===== src/rtl/ez8_test_runner.sv =====
// ez8_test_runner: loads, resets, runs and grades a session of ez8 programs.
// Optional watchdog in RUN: define EZ8_TEST_RUNNER_TIMEOUT_EN.
module ez8_test_runner #(
  parameter int         INSTR_WIDTH    = 16,
  parameter int         ADDR_WIDTH     = 12,
  parameter int         NUM_PROGS      = 3,
  parameter int         RESET_CYCLES   = 1,
  parameter int         TIMEOUT_CYCLES = 65536,
  parameter logic [7:0] EXPECT_ACCUM   = 8'd0
) (
  input  logic                           clk,
  input  logic                           reset_n,
  input  logic                           start,
  input  logic [INSTR_WIDTH-1:0]         prog_data,
  input  logic                           prog_valid,
  input  logic                           prog_last,
  output logic                           prog_ready,
  output logic [ADDR_WIDTH-1:0]          instr_writeaddr,
  output logic [INSTR_WIDTH-1:0]         instr_writedata,
  output logic                           instr_write_en,
  output logic                           cpu_pause,
  output logic                           cpu_reset,
  input  logic                           cpu_stopped,
  input  logic                           cpu_error,
  input  logic [7:0]                     cpu_accum,
  output logic                           busy,
  output logic                           done,
  output logic [$clog2(NUM_PROGS+1)-1:0] pass_count,
  output logic [NUM_PROGS-1:0]           fail_mask
);

  localparam int IDX_W =
    (NUM_PROGS > 1) ? $clog2(NUM_PROGS) : 1;
  localparam int RC_W =
    (RESET_CYCLES > 1) ? $clog2(RESET_CYCLES) : 1;

  localparam logic [IDX_W-1:0] LAST_IDX =
    IDX_W'(NUM_PROGS - 1);
  localparam logic [RC_W-1:0] RC_LAST =
    RC_W'(RESET_CYCLES - 1);
  localparam logic [ADDR_WIDTH-1:0] ADDR_MAX = '1;

  if (NUM_PROGS < 1 || RESET_CYCLES < 1 ||
      TIMEOUT_CYCLES < 2) begin : g_bad_params
    $error("ez8_test_runner: illegal parameters");
  end

  typedef enum logic [2:0] {
    S_IDLE,
    S_LOAD,
    S_DRAIN,
    S_RESET,
    S_RUN,
    S_CHECK,
    S_DONE
  } state_t;

  state_t state;
  state_t state_nx;

  logic                  hs;
  logic                  begin_session;
  logic                  grade_ok;
  logic                  tmo_hit;
  logic [ADDR_WIDTH-1:0] addr;
  logic [IDX_W-1:0]      idx;
  logic [RC_W-1:0]       rst_cnt;
  logic                  run_first;
  logic                  ovf;
  logic                  tmo;

  logic pause_nx;
  logic reset_nx;
  logic ready_nx;
  logic busy_nx;
  logic done_nx;

  assign hs = prog_valid & prog_ready;

  assign begin_session = start &
    ((state == S_IDLE) | (state == S_DONE));

  assign grade_ok = !cpu_error &&
    (cpu_accum == EXPECT_ACCUM) && !tmo && !ovf;

`ifdef EZ8_TEST_RUNNER_TIMEOUT_EN
  localparam int TC_W = $clog2(TIMEOUT_CYCLES);
  localparam logic [TC_W-1:0] TC_LAST =
    TC_W'(TIMEOUT_CYCLES - 1);

  logic [TC_W-1:0] run_cnt;

  // Watchdog: counts RUN cycles, zero in the first one.
  always_ff @(posedge clk or negedge reset_n) begin
    if (!reset_n) begin
      run_cnt <= '0;
    end else if (state != S_RUN) begin
      run_cnt <= '0;
    end else begin
      run_cnt <= run_cnt + 1'b1;
    end
  end

  // A stop in the same cycle as the limit wins.
  assign tmo_hit = (state == S_RUN) &&
    (run_cnt == TC_LAST) && !cpu_stopped;
`else
  assign tmo_hit = 1'b0;
`endif

  // State register.
  always_ff @(posedge clk or negedge reset_n) begin
    if (!reset_n) begin
      state <= S_IDLE;
    end else begin
      state <= state_nx;
    end
  end

  // Next state and next-cycle control outputs.
  always_comb begin
    state_nx = state;
    unique case (state)
      S_IDLE, S_DONE: begin
        if (start) state_nx = S_LOAD;
      end
      S_LOAD: begin
        if (hs) begin
          if (prog_last) begin
            state_nx = S_RESET;
          end else if (addr == ADDR_MAX) begin
            state_nx = S_DRAIN;
          end
        end
      end
      S_DRAIN: begin
        if (hs && prog_last) state_nx = S_CHECK;
      end
      S_RESET: begin
        if (rst_cnt == RC_LAST) state_nx = S_RUN;
      end
      S_RUN: begin
        if (!run_first && cpu_stopped) begin
          state_nx = S_CHECK;
        end else if (tmo_hit) begin
          state_nx = S_CHECK;
        end
      end
      S_CHECK: begin
        if (idx == LAST_IDX) begin
          state_nx = S_DONE;
        end else begin
          state_nx = S_LOAD;
        end
      end
      default: state_nx = S_IDLE;
    endcase

    pause_nx = 1'b1;
    reset_nx = 1'b0;
    ready_nx = 1'b0;
    busy_nx  = 1'b0;
    done_nx  = 1'b0;
    unique case (1'b1)
      (state_nx == S_LOAD),
      (state_nx == S_DRAIN): begin
        ready_nx = 1'b1;
        busy_nx  = 1'b1;
      end
      (state_nx == S_RESET): begin
        pause_nx = 1'b0;
        reset_nx = 1'b1;
        busy_nx  = 1'b1;
      end
      (state_nx == S_RUN): begin
        pause_nx = 1'b0;
        busy_nx  = 1'b1;
      end
      (state_nx == S_CHECK): begin
        busy_nx  = 1'b1;
      end
      (state_nx == S_DONE): begin
        done_nx  = 1'b1;
      end
      default: ;
    endcase
  end

  // Registered control outputs; the CPU is held in reset while we are.
  always_ff @(posedge clk or negedge reset_n) begin
    if (!reset_n) begin
      cpu_pause  <= 1'b1;
      cpu_reset  <= 1'b1;
      prog_ready <= 1'b0;
      busy       <= 1'b0;
      done       <= 1'b0;
    end else begin
      cpu_pause  <= pause_nx;
      cpu_reset  <= reset_nx;
      prog_ready <= ready_nx;
      busy       <= busy_nx;
      done       <= done_nx;
    end
  end

  // Reset hold counter and first-RUN-cycle marker.
  always_ff @(posedge clk or negedge reset_n) begin
    if (!reset_n) begin
      rst_cnt   <= '0;
      run_first <= 1'b0;
    end else begin
      if (state == S_RESET) begin
        rst_cnt <= rst_cnt + 1'b1;
      end else begin
        rst_cnt <= '0;
      end
      run_first <= (state_nx == S_RUN) &&
        (state != S_RUN);
    end
  end

  // Write port, program index, flags and grading.
  always_ff @(posedge clk or negedge reset_n) begin
    if (!reset_n) begin
      instr_write_en  <= 1'b0;
      instr_writeaddr <= '0;
      instr_writedata <= '0;
      addr            <= '0;
      idx             <= '0;
      ovf             <= 1'b0;
      tmo             <= 1'b0;
      pass_count      <= '0;
      fail_mask       <= '0;
    end else begin
      instr_write_en <= (state == S_LOAD) && hs;
      if ((state == S_LOAD) && hs) begin
        instr_writeaddr <= addr;
        instr_writedata <= prog_data;
        addr            <= addr + 1'b1;
        if (!prog_last && (addr == ADDR_MAX)) begin
          ovf <= 1'b1;
        end
      end
      if (tmo_hit) begin
        tmo <= 1'b1;
      end
      if (begin_session) begin
        pass_count <= '0;
        fail_mask  <= '0;
        idx        <= '0;
        addr       <= '0;
        ovf        <= 1'b0;
        tmo        <= 1'b0;
      end
      if (state == S_CHECK) begin
        if (grade_ok) begin
          pass_count <= pass_count + 1'b1;
        end else begin
          fail_mask <= fail_mask |
            (NUM_PROGS'(1) << idx);
        end
        addr <= '0;
        ovf  <= 1'b0;
        tmo  <= 1'b0;
        if (idx != LAST_IDX) begin
          idx <= idx + 1'b1;
        end
      end
    end
  end

endmodule


===== config.mk =====
export PLATFORM = sky130hd
export DESIGN_NAME = ez8_test_runner
export DESIGN_NICKNAME = d
export VERILOG_FILES = /design/src/rtl/ez8_test_runner.sv
export SDC_FILE = /design/constraint.sdc
export NUM_CORES = 1
export LEC_CHECK = 0
export ABC_AREA = 1
export CAP_MARGIN = 10
export CORE_UTILIZATION = 52
export DETAILED_ROUTE_END_ITERATION = 8
export MAX_ROUTING_LAYER = met4
export PLACE_DENSITY = 0.85
export SETUP_SLACK_MARGIN = 0.15
export SYNTH_ARGS = -nofsm -noshare
export SYNTH_HDL_FRONTEND = slang
export SYNTH_SLANG_ARGS = --single-unit

===== constraint.sdc =====
create_clock -name clk -period 2.5 [get_ports clk]
set_clock_uncertainty 0.2 [all_clocks]
set_input_delay 0.25 -clock clk [delete_from_list [all_inputs] [get_ports clk]]
set_output_delay 0.25 -clock clk [all_outputs]
set_load 0.05 [all_outputs]

After elaboration in Yosys (flattened, before gate mapping). Cells that the tools add are included.

Bits in read-only memories: 0. Output and inout port bits: 39. Latch bits: 0. Memories kept: 0. Logic and storage cells: 98. Bits in writable memories: 0. Register bits: 60.

$lt $le $gt $ge: 0. Shifts and indexed selects: 1. Eq/ne operators: 16. $mul: 0. Reductions and logical operators: 23. Multiplexer cells: 33. Bitwise gates (word level): 4. Add/sub/neg operators: 4. Div/mod/pow operators: 0.

Operator list (count): 2-to-1 mux 12 bit (3); 2-to-1 mux 3 bit (11); equality test 3 bit (second input constant) (6); one-hot mux 3 bit (6 select lines) (1); adder 12 x 1 -> 12 bit (second input constant) (1); equality test 12 bit (second input constant) (1); equality test 3 x 2 -> 1 bit (second input constant) (4); 2-to-1 mux 1 bit (12); 2-to-1 mux 2 bit (6); logical AND 1 bit (8); logical NOT 8 bit (1); equality test 3 x 1 -> 1 bit (second input constant) (2); nonzero test 3 bit (2); OR reduction 2 bit (3); logical NOT 1 bit (5); OR reduction 5 bit (1); adder 2 x 1 -> 2 bit (second input constant) (2); logical NOT 3 bit (1); != test 3 bit (second input constant) (1); OR 3 bit (1); << shifter 1 x 2 -> 3 bit (first input constant) (1); AND 1 bit (2); equality test 2 bit (second input constant) (1); != test 2 bit (second input constant) (1); other kinds (4) (4).

Longest topological paths before layout.
Depth in word-level cells: 8. Gate-level depth with buffers: 11. Gate-level depth less buffers: 11.

Least setup slack after synthesis. OpenSTA, ideal clock, no wires.

Path kind: reg2reg. From: register prog_ready. To: register prog_ready. Data arrival time: 1.408 ns. Setup slack: 0.774 ns. Buffers on the path: 1. Cell stages (with the launch flop): 9. Cell sequence: dfrtp_1 nand2_1 nor2_4 buf_4 nand2_1 nand2_2 inv_1 nand3_1 nand2_1.

Word-level cells in the longest chain between the ends: 7. Elaborated cells on any way between the ends: 9.

Ends and longest elaborated chain: start, declared (line 17) `output logic prog_ready,`; start signal, assigned (line 200) `prog_ready <= ready_nx;`; AND 1 bit (*) (line 78) `assign hs = prog_valid & prog_ready;`; logical AND 1 bit (line 137) `if (hs && prog_last) state_nx = S_CHECK;`; 2-to-1 mux 3 bit (line 137); one-hot mux 3 bit (6 select lines) (*) (line 123) `unique case (state)`; via state_nx[1] (line 59) `state_t state_nx;`; equality test 3 x 1 -> 1 bit or equality test 3 x 2 -> 1 bit (tied branches) (line 165, 166); OR reduction 2 bit (*) (line 164) `unique case (1'b1)`; 2-to-1 mux 1 bit (*) (line 164); via ready_nx (line 74) `logic ready_nx;`.

Mark *: on every way through the listed nets, which the timed path passes. The rest lies on a longest branch. A chain may end at the register's enable or synchronous reset.

Worst setup path after layout.
From: register cpu_pause. To: output cpu_pause.

RTL lines: start, declared (line 21) `output logic cpu_pause,`; start signal, assigned (line 198) `cpu_pause <= pause_nx;`.

No word-level cell between the ends.

==> results.yml <==
detailed_routing:
  highest-signal-layer: "met4"
  route.detailed.wl_per_inst_um: 12.4
  ant_nets: 0
  routed-via-count: 2331
  viasPerCell: 4.92
  drt_pass1_iterations: 4
  met3_wirelength_from_detailed_routing_um: 254
  detailroute.wirelength.met2_um: 2970
  postRouteWirelength_um: 5890
  dr_iter_0_viols: 135
  route.detailed.drc: 0
  detail_route.wirelength.met1_um: 2570
global_routing:
  grt_first_pass_wirelength_um: 9670
  first_global_vias: 2212
  groute.usage.overall: 0.252
  grt_max_degree: 29
  grt_remaining_overflow: 0
  antenna_found_initial: 0
timing:
  min_period_ps: 2100
  fin_crit_sh: 0.839
  final.setup.tns_ps: 0
  rsz0062_at_grt: "false"
  report.final.slew_viol_count: 0
  worst-slew-pin-transition_ps: 512
  worst_hold_slack_ps: 125
  max_freq_mhz: 477
  hold_violations: 0
  timing.final.setup_violations: 0
  timing.slew.headroom: 0.658
power:
  clockPowerShare: 0.179
  powerDensity_nw_per_um2: 1120
  sw_frac_of_total: 0.462
  p_switching_w: 0.00186
  combinationalPowerShare: 0.479
  static_leakage_nw: 1.74
  cell_internal_pwr_w: 0.00217
  max-vdd-ir-drop_mv: 1.01
  power.sequential.fraction: 0.342
placed_design:
  portBuffers: 69
  dpl.hpwl_um: 4310
  final_wtd_congestion: 0.921
floorplanning:
  i_o_pin_count: 70
  die_h_um: 73.3
  floorplan_die_width_um: 73.3
  die-area_um2: 5370
  core-area_um2: 4820
  initial_core_util: 0.549
  num_rows: 25
clock_network:
  cts.repair_timing.setup_buffer_count: 0
  clock_tree.htree_level_count: 3
  cts_hold_buffers: 1
  clock_tree.root_cell: "sky130_fd_sc_hd__clkbuf_8"
  numCtsBuffers: 9
  clkTransAtPathRegs_ps: 70
  clk_path_buf_depth: 2
  insertion_delay_ps: 330
  clock_sink_count: 59
  tritoncts_clock_tree: "built"
  post_cts_resized: 0
setup_path:
  critical-path-max-stage-delay_ps: 790
  setup.worst_path.end_class: "primary output"
  worst_setup_path_start_kind: "register"
  regToRegStartpoint: "addr[0]"
  cpMaxStageDelayCell: "sky130_fd_sc_hd__clkdlybuf4s50_1"
  cp_data_arrival_time_ps: 1650
  worst-setup-path-type: "register to primary output"
  cpLargestDelayFamily: "buffers and inverters"
  critical_path.startpoint: "cpu_pause"
  crit_required_ps: 2050
  path_cells: "clkdlybuf4s50_1"
  timing.critical_path.fanout_max: 1
  worst-path-buf-inv: 1
  critical_path_depth: 1
  reg2reg_depth: 10
final_layout:
  layout.cells.most_common_list: "sky130_fd_sc_hd__nand2_1, sky130_fd_sc_hd__clkdlybuf4s50_1, sky130_fd_sc_hd__dfrtp_1"
  mostFrequentLayoutCell: "sky130_fd_sc_hd__nand2_1"
  fill_cells: 391
  seq_area_um2: 1480
  num_antenna_cells: 0
  final_nets: 434
  area_growth_pct: 36.0
  multiInputGateArea_um2: 977
  final_layout_size_suffix_gt1_frac: 0.0909
yosys:
  synth_seq_cells: 59
  syn_area_um2: 2640
  seq_area_frac_synth: 0.559
  synthCells: 323
  syn-num-nets: 355
  synthesis.yosys.warnings: 0
  synth_area_per_cell_um2: 8.19
  synth_cell_type_count: 29
worst_hold_path:
  worst_hold_path_type: "input port to async pin"
job:
  timing.max_cap.violations: 0
run_status:
  run_status: "completed"
## per-layer routing
metal | global-route usage | up-vias
li1 | - | 1169
met1 | 0.285 | 1091
met2 | 0.422 | 64
met3 | 0.0494 | 7
met4 | 0.135 | 0
met5 | - | -
## synth_stat cells, drive strengths merged
library cell | count | area share
buf | 4 | 0.011
o21ai | 25 | 0.047
nand3 | 16 | 0.037
nor2 | 37 | 0.058
a31oi | 2 | 0.0047
clkbuf | 3 | 0.0043
nand3b | 1 | 0.0028
dfrtp | 57 | 0.54
a21oi | 7 | 0.015
dfstp | 2 | 0.020
ha | 1 | 0.0047
or2 | 2 | 0.0047
inv | 38 | 0.056
nand4 | 6 | 0.014
nor3 | 4 | 0.0076
nor3b | 1 | 0.0028
nand2 | 117 | 0.17
## registers in the layout, indices dropped and copies added, names as in the netlist
signal	flops
instr_writedata	16
addr	12
instr_writeaddr	12
fail_mask	3
state	3
idx	2
pass_count	2
busy	1
cpu_pause	1
cpu_reset	1
done	1
instr_write_en	1
ovf	1
prog_ready	1
rst_cnt	1
run_first	1
## worst paths after layout
kind	end	slack, ps
hold / removal	instr_write_en	130
min in group clk	instr_writedata[13]	250
hold reg to reg	instr_writedata[11]	270
setup / recovery	cpu_pause	400
max in group asynchronous	instr_writedata[3]	1400
setup reg to reg	addr[10]	550
## kinds of logic after synthesis
kind of cell / count (synthesis) / share of synthesized area
adders and majority gates: 1 / 0.00473
DFF: 59 / 0.559
AOI/OAI and AO/OA: 34 / 0.0667
buffers and inverters: 45 / 0.0710
and+or+nand+nor: 184 / 0.298
## area by class of cell
type	count	area share
well taps	67	0.0233
multi-input cells	219	0.272
repair buffers	75	0.207
clock buffers	11	0.0365
clock inverters	5	0.00835
flip-flops and latches	59	0.411
inverters	38	0.0411
## stage by stage
stage	std cells	power, W	area, µm²	setup slack (ps)	util
CTS	474	0.00407	3590	381	0.746
global route	474	0.00428	3590	368	0.746
detailed placement	457	0.00333	3420	450	0.711
global placement	457	0.00328	3420	520	0.711
finish	474	0.00403	3590	403	0.746
floorplan	323	0.00271	2640	774	-
## power by group through the flow
stage | sequential (W) | clock (W) | combinational (W)
after floorplan | 0.00202 | 0 | 0.000692
after global placement | 0.00138 | 0 | 0.00190
after detailed placement | 0.00139 | 0 | 0.00194
after CTS | 0.00138 | 0.000746 | 0.00195
after global routing | 0.00140 | 0.000783 | 0.00209
final | 0.00138 | 0.000724 | 0.00193
(Power assumes the default switching activity.)
